File: config.mk
export PLATFORM = sky130hd
export DESIGN_NAME = internal_bus_arbiter
export DESIGN_NICKNAME = d
export VERILOG_FILES = /design/src/rtl/internal_bus_pkg.sv /design/src/rtl/rr_priority_picker.sv /design/src/rtl/internal_bus_arbiter.sv
export SDC_FILE = /design/constraint.sdc
export NUM_CORES = 1
export LEC_CHECK = 0
export CAP_MARGIN = 20
export CORE_ASPECT_RATIO = 1.75
export CORE_UTILIZATION = 47
export DETAILED_ROUTE_END_ITERATION = 7
export GPL_TIMING_DRIVEN = 0
export MAX_ROUTING_LAYER = met4
export PLACE_DENSITY = 0.84
export SYNTH_ARGS = -nofsm -noshare
export SYNTH_HDL_FRONTEND = slang
export SYNTH_SLANG_ARGS = --single-unit
File: constraint.sdc
create_clock -name clk -period 3.3 [get_ports clk]
set_input_delay 0.495 -clock clk [delete_from_list [all_inputs] [get_ports clk]]
set_output_delay 0.495 -clock clk [all_outputs]
set_load 0.005 [all_outputs]
File: src/rtl/internal_bus_pkg.sv
// Shared definitions for the internal bus arbiter and its picker.
package internal_bus_pkg;

  typedef enum logic [1:0] {
    IDLE    = 2'd0,
    GRANTED = 2'd1,
    LOCKED  = 2'd2
  } bus_arb_state_t;

endpackage

File: src/rtl/rr_priority_picker.sv
// Combinational round-robin picker: first set request after ptr, wrapping.
module rr_priority_picker #(
  parameter int REQUESTERS = 4
) (
  input  logic [REQUESTERS-1:0]         req,
  input  logic [$clog2(REQUESTERS)-1:0] ptr,
  output logic [REQUESTERS-1:0]         winner,
  output logic [$clog2(REQUESTERS)-1:0] winnerId,
  output logic                          anyReq
);

  localparam int IDW = $clog2(REQUESTERS);

  logic [IDW-1:0] idx;
  logic           found;

  always_comb begin
    winner   = '0;
    winnerId = '0;
    found    = 1'b0;
    idx      = '0;
    // ptr itself is searched last, so the previous owner has lowest priority
    for (int i = 1; i <= REQUESTERS; i++) begin
      idx = IDW'((int'(ptr) + i) % REQUESTERS);
      if (!found && req[idx]) begin
        found       = 1'b1;
        winner[idx] = 1'b1;
        winnerId    = idx;
      end
    end
  end

  assign anyReq = |req;

endmodule

File: src/rtl/internal_bus_arbiter.sv
// Round-robin arbiter for the 8-bit internal bus with bounded owner lock.
module internal_bus_arbiter
  import internal_bus_pkg::*;
#(
  parameter int REQUESTERS = 4,
  parameter int MAX_HOLD   = 4
) (
  input  logic                          clk,
  input  logic                          nrst,
  input  logic [REQUESTERS-1:0]         req,
  input  logic [REQUESTERS-1:0]         lock,
  output logic [REQUESTERS-1:0]         grant,
  output logic                          grantValid,
  output logic [$clog2(REQUESTERS)-1:0] grantId,
  output logic                          holdTimeout
);

  localparam int IDW = $clog2(REQUESTERS);
  localparam int CW  = $clog2(MAX_HOLD + 1);

  bus_arb_state_t         state, state_nx;
  logic [IDW-1:0]         ptr, ptr_nx;
  logic [CW-1:0]          hold_cnt, hold_cnt_nx;
  logic [REQUESTERS-1:0]  grant_nx;
  logic [IDW-1:0]         id_nx;
  logic                   timeout_nx;
  logic                   owner_lock;

  logic [REQUESTERS-1:0]  win_oh;
  logic [IDW-1:0]         win_id;
  logic                   any_req;

  rr_priority_picker #(
    .REQUESTERS(REQUESTERS)
  ) u_picker (
    .req      (req),
    .ptr      (ptr),
    .winner   (win_oh),
    .winnerId (win_id),
    .anyReq   (any_req)
  );

  assign owner_lock = (state != IDLE) && req[grantId] && lock[grantId];

  always_comb begin
    state_nx    = state;
    ptr_nx      = ptr;
    hold_cnt_nx = hold_cnt;
    grant_nx    = grant;
    id_nx       = grantId;
    timeout_nx  = 1'b0;
    if (owner_lock && (hold_cnt < CW'(MAX_HOLD))) begin
      state_nx    = LOCKED;
      hold_cnt_nx = hold_cnt + CW'(1);
    end else begin
      // A lock that reaches MAX_HOLD is cut off and flagged for one cycle
      timeout_nx = owner_lock;
      if (any_req) begin
        state_nx    = GRANTED;
        grant_nx    = win_oh;
        id_nx       = win_id;
        ptr_nx      = win_id;
        hold_cnt_nx = CW'(1);
      end else begin
        state_nx    = IDLE;
        grant_nx    = '0;
        id_nx       = '0;
        hold_cnt_nx = '0;
      end
    end
  end

  always_ff @(posedge clk or negedge nrst) begin
    if (!nrst) begin
      state       <= IDLE;
      ptr         <= IDW'(REQUESTERS - 1);
      hold_cnt    <= '0;
      grant       <= '0;
      grantValid  <= 1'b0;
      grantId     <= '0;
      holdTimeout <= 1'b0;
    end else begin
      state       <= state_nx;
      ptr         <= ptr_nx;
      hold_cnt    <= hold_cnt_nx;
      grant       <= grant_nx;
      grantValid  <= |grant_nx;
      grantId     <= id_nx;
      holdTimeout <= timeout_nx;
    end
  end

endmodule

==> results.toml <==
[global_route]
track_usage_pct = 22.5
met1_usage_pct = 22.1
antenna_found_initial = 0
grt-ovfl-total = 0
grt.busiest_layer = "met2"
met3_usage_pct = 3.38
grt_pass1_wl_mm = 3.91
grt_max_degree = 16
grt_pass1_vias = 912
use_met2_pct = 41.7

[route]
drc = 0
wl_per_cell_um = 16.3
wl_mm = 2.44
drt_iter0_drc = 22
vias = 955
viasPerCell = 6.37
ant_nets = 0
dr.pass1.iters = 4

[clock_network]
cts-htree-levels = 1
holdBufCountCts = 0
cts_root_buf = "clkbuf_4"
clk_pin_slew_ps = 90
ctsLongestPathBuffers = 2
cts_buffers = 3
clk-insertion-delay-late_ps = 290
tritoncts = "yes"
cts_sinks = 15

[timing]
max_freq_ghz = 0.313
period_needed_ps = 3200
maxSlewViolCount = 0
rsz0062_at_grt = "false"
max-slew-margin-rel_pct = 54.9
setup_violations = 0
hold_viol = 0
fin_crit_sh_pct = 96.9
fin_worst_skew_ps = 6.29
worstMarginPinSlew_ps = 674
fin_ws_ps = 103

[die]
io_pins = 18
num_rows = 22
die_h_um = 65.4
initial_core_util_pct = 50.9
fp.dieW_um = 38.2
coreArea_um2 = 2120
die-area_um2 = 2500

[worst_setup_path]
cp_slowest_stage_delay_ps = 610
crit_arrival_ps = 3350
cp_max_fo = 11
required_ps = 3450
startpoint_type = "flip-flop"
cp_cell_sequence = "buf_4 -> inv_1 -> ha_2 -> mux4_2 -> a21oi_1 -> o22ai_1 -> o221a_2 -> or4_1"
cp_slowest_cell = "dfstp_2"
worstSetupEndpointType = "flip-flop"
timing_worst_setup_path_type = "flip-flop to flip-flop"

[synth]
ys_types = 35
netlist_area_um2 = 1080
ys_ff_latch = 15
synth_edf_count = 0
synth_area_per_cell_um2 = 10.2
syn-num-nets = 125
yosys_warnings = 0
synth_top_flop_cell = "dfrtp_1"
synthArstFlopShare_pct = 100
syn_inst = 106
synth-seq-area-share_pct = 35.0

[power]
peakVddDrop_v = 0.000526
seqPwrFrac_pct = 25.5
clockPowerShare_pct = 7.7
p_leak_uw = 0.000552
combPwrFrac_pct = 66.8
power_switching_uw = 575
p_int_uw = 800
p_per_area_nw_per_um2 = 1040
swShare_pct = 41.8

[cells_and_area]
area_delta_synth_final_pct = 22.1
fin_area_um2 = 1320
antennaDiodeCount = 0
drive_gt1_share_pct = 15.9
layout_commonest_cell = "clkdlybuf4s50_1"
mostFrequentLayoutCells = "clkdlybuf4s50_1, dfrtp_1, nand2_1, a21oi_1, ha_1"
nets = 146

[job]
maxCapViolCount = 0

[hold_path]
hp-class = "flip-flop to flip-flop"

[run_status]
status = "complete, no violations"

[place]
dpl_worst_slack_ps = -141
io_buffers = 15
place_area_um2 = 1260
hpwl_mm = 1.80
place_congestion = 0.827
cell type report:
class / instances / area (um2)
multi-input cells: 84 / 683
repair buffers: 16 / 158
plain buffers: 4 / 31.3
clock buffers: 3 / 22.5
fillers: 177 / 801
clock inverters: 1 / 5.00
well taps: 24 / 30.0
inverters: 3 / 11.3
flip-flops and latches: 15 / 378
synthesized netlist by cell type (3+ instances only):
cell type,count,share of area [%]
a21oi_1,11,5.1
inv_1,3,1.0
nand2_1,11,3.8
nand3b_1,4,2.8
dfrtp_1,13,30
nor2_1,6,2.1
o221a_2,3,3.1
mux4_1,3,7.3
o22ai_1,4,2.3
ha_1,9,10
nor2b_1,6,3.5
routing by layer:
layer  routed length, um  vias up
li1                    -      442
met2                1360       48
met4                  84        0
met5                   0        -
met3                 129       12
met1                 870      453
critical path, delay by kind of cell, from the launching register on:
family                   cells  cell delay (ps)
AO/OA/AOI/OAI                3              590
adder cells (fa/ha/maj)      1              410
buffers and inverters        2              360
flip-flops                   1              610
multiplexers                 1              590
AND/OR/NAND/NOR              1              510
registers in the layout (all words and copies together) (netlist names):
register,count
grantValid,1
ptr,2
grantId,2
state,2
holdTimeout,1
grant,4
hold_cnt,3
worst paths after layout:
check                       startpoint          end  slack (ps)  depth (start not counted)
max reg2reg                     ptr[0]   grantValid         100                          8
max in group asynchronous         nrst     state[1]        2260                          1
min in group asynchronous         nrst     grant[3]         610                          1
min                        hold_cnt[0]  hold_cnt[0]         470                          1
min reg2reg                hold_cnt[0]  hold_cnt[0]         470                          1
max                             ptr[0]   grantValid         100                          8
power by group through the flow:
stage / clock network (uW) / logic, uW / registers (uW)
detailed placement: 0 / 855 / 355
CTS: 107 / 854 / 352
global placement: 0 / 816 / 348
floorplan: 0 / 627 / 339
finish: 105 / 919 / 351
global route: 113 / 1010 / 364
cells by family (layout without fill, tap and decap cells):
| kind of cell | count (synthesis) | count (layout) | synth area share [%] |
|---|---|---|---|
| compound gates | 28 | 28 | 17.6 |
| simple gates | 39 | 39 | 19.4 |
| mux | 7 | 8 | 13.6 |
| fa+ha+maj | 9 | 9 | 10.4 |
| flops | 15 | 15 | 35.0 |
| buf+inv | 8 | 27 | 4.06 |
what timing repair did:
action / 4_1_cts / 5_1_grt
endpoints found under the setup margin: 1 / 1
cloned: 0 / 1
gates resized for setup: 1 / 2
setup buffers: 0 / 1
stage by stage:
step | TNS, ps | instances | utilization (%) | total power (uW) | hold slack, ps
3_5_place_dp | -141 | 145 | 59.4 | 1210 | 454
6_report | 0 | 150 | 62.2 | 1370 | 465
3_3_place_gp | -8.48 | 145 | 59.4 | 1160 | 442
2_1_floorplan | 0 | 106 | - | 966 | 199
4_1_cts | 0 | 148 | 60.7 | 1310 | 466
5_1_grt | 0 | 150 | 62.2 | 1490 | 495
No activity file was read; power rests on OpenSTA's default activity.
